## src/rtl/uart_wb_fifo_ctrl.sv

```systemverilog
// Wishbone register window for the UART: RX/TX circular FIFOs, sticky errors,
// interrupt generation and a TX launch FSM feeding the serialiser.
module uart_wb_fifo_ctrl #(
    parameter logic [31:0] BASE_ADR  = 32'h3000_0000,
    parameter int unsigned DATA_W    = 8,
    parameter int unsigned RX_DEPTH  = 8,
    parameter int unsigned TX_DEPTH  = 8,
    parameter int unsigned RX_THRESH = 1
) (
    input  logic              clk,
    input  logic              rst,
    input  logic              i_wb_valid,
    input  logic [31:0]       i_wb_adr,
    input  logic              i_wb_we,
    input  logic [31:0]       i_wb_dat,
    input  logic [3:0]        i_wb_sel,
    output logic              o_wb_ack,
    output logic [31:0]       o_wb_dat,
    input  logic [DATA_W-1:0] i_rx,
    input  logic              i_rx_valid,
    input  logic              i_frame_err,
    output logic [DATA_W-1:0] o_tx,
    output logic              o_tx_start,
    input  logic              i_tx_busy,
    output logic              o_irq
);
    localparam int RXA = $clog2(RX_DEPTH);
    localparam int RXC = RXA + 1;
    localparam int TXA = $clog2(TX_DEPTH);
    localparam int TXC = TXA + 1;
    localparam logic [RXC-1:0] RX_FULL = RXC'(RX_DEPTH);
    localparam logic [TXC-1:0] TX_FULL = TXC'(TX_DEPTH);
    localparam logic [RXC-1:0] RX_TH   = RXC'(RX_THRESH);

    typedef enum logic [1:0] {IDLE, START, BUSY} tx_state_e;

    logic              ack_q;
    logic [31:0]       dat_q, rdata, stat;
    logic [2:0]        ctrl_q, ctrl_d, err_q, err_d;
    logic [DATA_W-1:0] rx_mem [RX_DEPTH];
    logic [DATA_W-1:0] tx_mem [TX_DEPTH];
    logic [RXA-1:0]    rx_wp_q, rx_rp_q;
    logic [TXA-1:0]    tx_wp_q, tx_rp_q;
    logic [RXC-1:0]    rx_cnt_q, rx_cnt_d;
    logic [TXC-1:0]    tx_cnt_q, tx_cnt_d;
    logic [DATA_W-1:0] tx_q;
    tx_state_e         state_q, state_d;
    logic              irq_q, irq_d;
    logic              acc, hit;
    logic [1:0]        off;
    logic              rd_rx, wr_tx, rd_stat, wr_ctrl;
    logic              rx_empty, rx_full, tx_empty, tx_full;
    logic              rx_flush, tx_flush, rx_ok;
    logic              rx_push, rx_pop, tx_push, tx_pop;
    logic              tx_start, tx_idle;
    logic              unused_bits;

    assign acc     = i_wb_valid & ~ack_q;
    assign hit     = i_wb_adr[31:4] == BASE_ADR[31:4];
    assign off     = i_wb_adr[3:2];
    assign rd_rx   = acc & hit & ~i_wb_we & (off == 2'd0);
    assign wr_tx   = acc & hit & i_wb_we & (off == 2'd1) & i_wb_sel[0];
    assign rd_stat = acc & hit & ~i_wb_we & (off == 2'd2);
    assign wr_ctrl = acc & hit & i_wb_we & (off == 2'd3);

    assign unused_bits = ^{i_wb_adr[1:0], i_wb_sel[3:2], i_wb_dat};

    assign rx_empty = rx_cnt_q == '0;
    assign rx_full  = rx_cnt_q == RX_FULL;
    assign tx_empty = tx_cnt_q == '0;
    assign tx_full  = tx_cnt_q == TX_FULL;
    assign rx_flush = wr_ctrl & i_wb_sel[1] & i_wb_dat[8];
    assign tx_flush = wr_ctrl & i_wb_sel[1] & i_wb_dat[9];

    // A pop frees the slot in the same cycle, so a full FIFO can still accept
    assign rx_ok   = i_rx_valid & ~i_frame_err;
    assign rx_pop  = rd_rx & ~rx_empty;
    assign rx_push = rx_ok & (~rx_full | rx_pop);
    assign tx_push = wr_tx & (~tx_full | tx_pop);

    assign err_d  = (rd_stat ? 3'b000 : err_q)
                  | {wr_tx & ~tx_push, i_rx_valid & i_frame_err, rx_ok & ~rx_push};
    assign ctrl_d = (wr_ctrl & i_wb_sel[0]) ? i_wb_dat[2:0] : ctrl_q;

    assign stat = {8'h00, 8'(tx_cnt_q), 8'(rx_cnt_q), 1'b0, err_q,
                   tx_full, tx_empty, rx_full, rx_empty};

    always_comb begin
        rdata = '0;
        if (hit && !i_wb_we) begin
            case (off)
                2'd0: rdata = rx_empty ? '0 : {{(32-DATA_W){1'b0}}, rx_mem[rx_rp_q]};
                2'd2: rdata = stat;
                2'd3: rdata = {29'd0, ctrl_q};
                default: rdata = '0;
            endcase
        end
    end

    always_comb begin
        rx_cnt_d = rx_cnt_q;
        if (rx_flush)
            rx_cnt_d = '0;
        else if (rx_push && !rx_pop)
            rx_cnt_d = rx_cnt_q + RXC'(1);
        else if (!rx_push && rx_pop)
            rx_cnt_d = rx_cnt_q - RXC'(1);
    end

    always_comb begin
        tx_cnt_d = tx_cnt_q;
        if (tx_flush)
            tx_cnt_d = '0;
        else if (tx_push && !tx_pop)
            tx_cnt_d = tx_cnt_q + TXC'(1);
        else if (!tx_push && tx_pop)
            tx_cnt_d = tx_cnt_q - TXC'(1);
    end

    always_comb begin
        state_d = state_q;
        unique case (state_q)
            IDLE:    if (!tx_empty && !i_tx_busy && !tx_flush) state_d = START;
            START:   if (i_tx_busy) state_d = BUSY;
            BUSY:    if (!i_tx_busy) state_d = IDLE;
            default: state_d = IDLE;
        endcase
    end

    always_comb begin
        tx_start = state_q == START;
        tx_idle  = state_q == IDLE;
        tx_pop   = tx_idle && (state_d == START);
    end

    assign irq_d = (ctrl_q[0] & (rx_cnt_q >= RX_TH))
                 | (ctrl_q[1] & tx_empty & tx_idle)
                 | (ctrl_q[2] & |err_q);

    always_ff @(posedge clk) begin
        if (rx_push && !rx_flush) rx_mem[rx_wp_q] <= i_rx;
        if (tx_push && !tx_flush) tx_mem[tx_wp_q] <= i_wb_dat[DATA_W-1:0];
    end

    always_ff @(posedge clk or posedge rst) begin
        if (rst) begin
            ack_q    <= 1'b0;
            dat_q    <= '0;
            ctrl_q   <= '0;
            err_q    <= '0;
            rx_wp_q  <= '0;
            rx_rp_q  <= '0;
            rx_cnt_q <= '0;
            tx_wp_q  <= '0;
            tx_rp_q  <= '0;
            tx_cnt_q <= '0;
            tx_q     <= '0;
            state_q  <= IDLE;
            irq_q    <= 1'b0;
        end else begin
            ack_q    <= acc;
            dat_q    <= acc ? rdata : '0;
            ctrl_q   <= ctrl_d;
            err_q    <= err_d;
            rx_cnt_q <= rx_cnt_d;
            tx_cnt_q <= tx_cnt_d;
            state_q  <= state_d;
            irq_q    <= irq_d;
            if (tx_pop) tx_q <= tx_mem[tx_rp_q];
            if (rx_flush) begin
                rx_wp_q <= '0;
                rx_rp_q <= '0;
            end else begin
                if (rx_push) rx_wp_q <= rx_wp_q + RXA'(1);
                if (rx_pop)  rx_rp_q <= rx_rp_q + RXA'(1);
            end
            if (tx_flush) begin
                tx_wp_q <= '0;
                tx_rp_q <= '0;
            end else begin
                if (tx_push) tx_wp_q <= tx_wp_q + TXA'(1);
                if (tx_pop)  tx_rp_q <= tx_rp_q + TXA'(1);
            end
        end
    end

    assign o_wb_ack   = ack_q;
    assign o_wb_dat   = dat_q;
    assign o_tx       = tx_q;
    assign o_tx_start = tx_start;
    assign o_irq      = irq_q;
endmodule

```

## config.mk

```make
export PLATFORM = sky130hd
export DESIGN_NAME = uart_wb_fifo_ctrl
export DESIGN_NICKNAME = d
export VERILOG_FILES = /design/src/rtl/uart_wb_fifo_ctrl.sv
export SDC_FILE = /design/constraint.sdc
export NUM_CORES = 1
export LEC_CHECK = 0
export ABC_AREA = 0
export BUFFER_PORTS_ARGS = -buffer_cell sky130_fd_sc_hd__buf_2
export CORE_MARGIN = 1.5
export CORE_UTILIZATION = 35
export CTS_CLUSTER_SIZE = 10
export DETAILED_ROUTE_END_ITERATION = 8
export PLACE_DENSITY_LB_ADDON = 0.3
export SLEW_MARGIN = 10
export SYNTH_ARGS = -nofsm -noshare
export SYNTH_HDL_FRONTEND = slang
export SYNTH_SLANG_ARGS = --single-unit
```

## constraint.sdc

```tcl
create_clock -name clk -period 4 [get_ports clk]
set_input_delay 0.4 -clock clk [delete_from_list [all_inputs] [get_ports clk]]
set_output_delay 0.4 -clock clk [all_outputs]
set_load 0.005 [all_outputs]
```

==> results.py <==
metrics = {
    "synthesis": {
        "synthTopCellsByCount": "edfxtp_1, dfrtp_1, nor2_1, mux4_2, nand2_1",
        "synth_area_leader_cell": "edfxtp_1",
        "synth-main-ff-cell": "edfxtp_1",
        "postSynthCellCount": 513,
        "synthArstFlopShare": 0.297,
        "yosysMostFrequentCell": "edfxtp_1",
        "ys_seq_area_frac": 0.654,
        "synth_top_area_share": 0.484,
        "syn_avg_cell_area_um2": 15.5,
        "syn_area_um2": 7940,
        "synth_edf_count": 128,
        "yosysWarnings": 0,
        "ys_ff_latch": 182,
        "yosys-top-cells-area": "edfxtp_1, dfrtp_1, mux4_2",
        "synth_cell_types": 58,
    },
    "sta": {
        "finalClockSkew_ns": 0.0123,
        "worst_pin_slew_ns": 1.11,
        "rsz0062_at_grt": "false",
        "max_slew_margin": 0.263,
        "fin_tns_setup_ns": 0,
        "timing.final.ws_setup_ns": 0.958,
        "slew_viol_final": 0,
        "setup_violations": 0,
        "max_freq_mhz": 329,
        "hold_ws_ns": 0.170,
        "period_needed_ns": 3.04,
        "fin_crit_sh": 0.760,
        "finalHoldViolCount": 0,
    },
    "worst_hold_path": {
        "hold_class": "input pin to async pin",
    },
    "clock_network": {
        "htreeDepth": 4,
        "clk_pin_slew_ns": 0.07,
        "post_cts_buffers": 0,
        "numCtsBuffers": 17,
        "postCtsResizedCells": 0,
        "cts_num_sinks": 182,
        "cts-root-buf": "clkbuf_16",
        "cts_tree": "done",
        "cts_buffer_depth": 2,
        "hold_buffers": 0,
        "clk_latency_ns": 0.42,
    },
    "die": {
        "rows": 54,
        "die_h_um": 154,
        "die-area_um2": 23600,
        "die_w_um": 154,
        "core_area_um2": 22000,
        "ioPinCount": 126,
        "initial_core_util": 0.361,
    },
    "critical_path": {
        "arrival_ns": 3.38,
        "critPathMaxFanout": 8,
        "start_kind": "flop",
        "worst-r2r-setup-slack_ns": 0.96,
        "worstSetupStartpoint": "tx_cnt_q[0]",
        "critical_path_class": "flop to flop",
        "rr_endpoint": "tx_cnt_q[3]",
        "cp.required_ns": 4.34,
        "r2r-start": "tx_cnt_q[0]",
        "endpoint": "tx_cnt_q[3]",
        "rr_worst_depth": 10,
        "end_kind": "flop",
    },
    "placement": {
        "portBuffers": 83,
        "place_ws_ns": 0.793,
        "dpl.cell_count": 876,
        "place_congestion": 0.881,
        "place_hpwl_um": 11200,
        "place_area_um2": 8720,
    },
    "global_route": {
        "grt_antenna_before_repair": 0,
        "grt_pass1_vias": 4776,
        "gr-usage-met3": 0.0347,
        "grt.met2_usage": 0.236,
        "grt_usage": 0.141,
        "grt_most_used_layer": "met2",
        "grt_max_degree": 55,
        "grt_pass1_wl_um": 25400,
        "use_met1": 0.181,
        "overflow": 0,
    },
    "pwr": {
        "clkPwrFrac": 0.329,
        "vdd_drop_max_mv": 0.290,
        "power_density_nw_per_um2": 535,
        "netSwitchingFraction": 0.277,
        "p_sw_mw": 1.38,
        "power_frac_seq": 0.488,
        "pwr-share-comb": 0.183,
        "intPower_mw": 3.60,
        "p_leak_nw": 3.49,
    },
    "detailed_routing": {
        "route.detailed.drc": 0,
        "drtIter0Drc": 321,
        "routedWlPerCell_um": 17.7,
        "totalWireLength_um": 16100,
        "drtAntennaViolNets": 0,
        "viasPerCell": 5.05,
        "vias": 4590,
        "dr.pass1.iters": 5,
    },
    "finish": {
        "fin_area_um2": 9300,
        "layout-drive-gt1-share": 0.318,
        "final_cells": 909,
        "syn2layout_area_growth_pct": 17.1,
        "fin_nets": 708,
    },
    "status": {
        "outcome": "completed",
    },
    "run": {
        "max-cap-violations": 0,
    },
}
power by group through the flow:
| stage | combinational, mW | sequential, mW | clock [mW] |
|---|---|---|---|
| global placement | 0.881 | 2.46 | 0 |
| floorplan | 0.756 | 2.33 | 0 |
| detailed placement | 0.916 | 2.47 | 0 |
| CTS | 0.922 | 2.43 | 1.67 |
| global route | 1.00 | 2.47 | 1.74 |
| finish | 0.910 | 2.43 | 1.63 |
final cells by class:
type | instances | area, um^2
Fill cell | 1967 | 12700
Timing Repair Buffer | 104 | 573
Sequential cell | 182 | 5190
Tap cell | 280 | 350
Antenna cell | 1 | 2.50
Inverter | 15 | 56.3
Multi-Input combinational cell | 295 | 2540
Clock buffer | 19 | 443
Clock inverter | 13 | 140
per-layer routing:
metal	vias up	routed length (um)
met5	-	0
met4	0	182
met3	18	817
met2	147	8000
met1	2274	7060
li1	2151	-
cells by family after synthesis:
kind of cell,count (synthesis),synth area share
adder cells (fa/ha/maj),10,0.0167
AND/OR/NAND/NOR,144,0.107
flip-flops,182,0.654
multiplexers,67,0.138
other,1,0.000472
AO/OA/AOI/OAI,52,0.0447
buffers and inverters,51,0.0331
XOR/XNOR,6,0.00662
worst min-delay path by stage:
| stage | end | slack [ns] | depth (start not counted) |
|---|---|---|---|
| 6_report | o_wb_ack | 0.17 | 3 |
| 5_1_grt | state_q[1] | 0.23 | 3 |
| 4_1_cts | o_wb_ack | 0.20 | 3 |
| 3_5_place_dp | o_wb_ack | 0.43 | 1 |
| 3_3_place_gp | o_wb_ack | 0.43 | 1 |
| 2_1_floorplan | o_wb_ack | 0.45 | 1 |
placed cells by master, fill, tap and decap left out, drive strengths merged, types with 3 or more instances in the layout:
cell	n
or3	4
inv	21
nor2	38
nor4	15
nor4b	3
a211o	3
a21oi	17
clkinv	3
nand2	32
clkbuf	19
o32ai	3
buf	104
mux4	32
xnor2	5
ha	9
nor2b	3
nor3	10
and2	5
and4	3
edfxtp	128
nand4	6
o21ai	10
nand2b	10
mux2	19
clkinvlp	3
dfrtp	54
nand3	5
conb	16
or4	3
mux2i	16
a21o	3
flip-flops by register name, indices dropped and copies added (netlist names), 4 cells and up:
register,flops
tx_cnt_q,4
tx_mem,64
rx_mem,64
rx_cnt_q,4
o_wb_dat,16
o_tx,8
worst max-delay path: stages, from the launching register on:
cell	delay, ns
dfrtp_1	0.48
or4_1	0.66
a211o_1	0.38
nor3_4	0.21
inv_1	0.10
ha_1	0.28
a21o_1	0.17
a21oi_1	0.20
nor4_1	0.07
a31oi_1	0.20
mux2i_1	0.21
per-stage QoR:
stage               utilization  total power [mW]
floorplan                     -              3.09
global placement          0.396              3.34
detailed placement        0.396              3.39
CTS                       0.422              5.02
global route              0.422              5.21
finish                    0.422              4.97
Note: power is estimated with default switching activity, not from simulation.
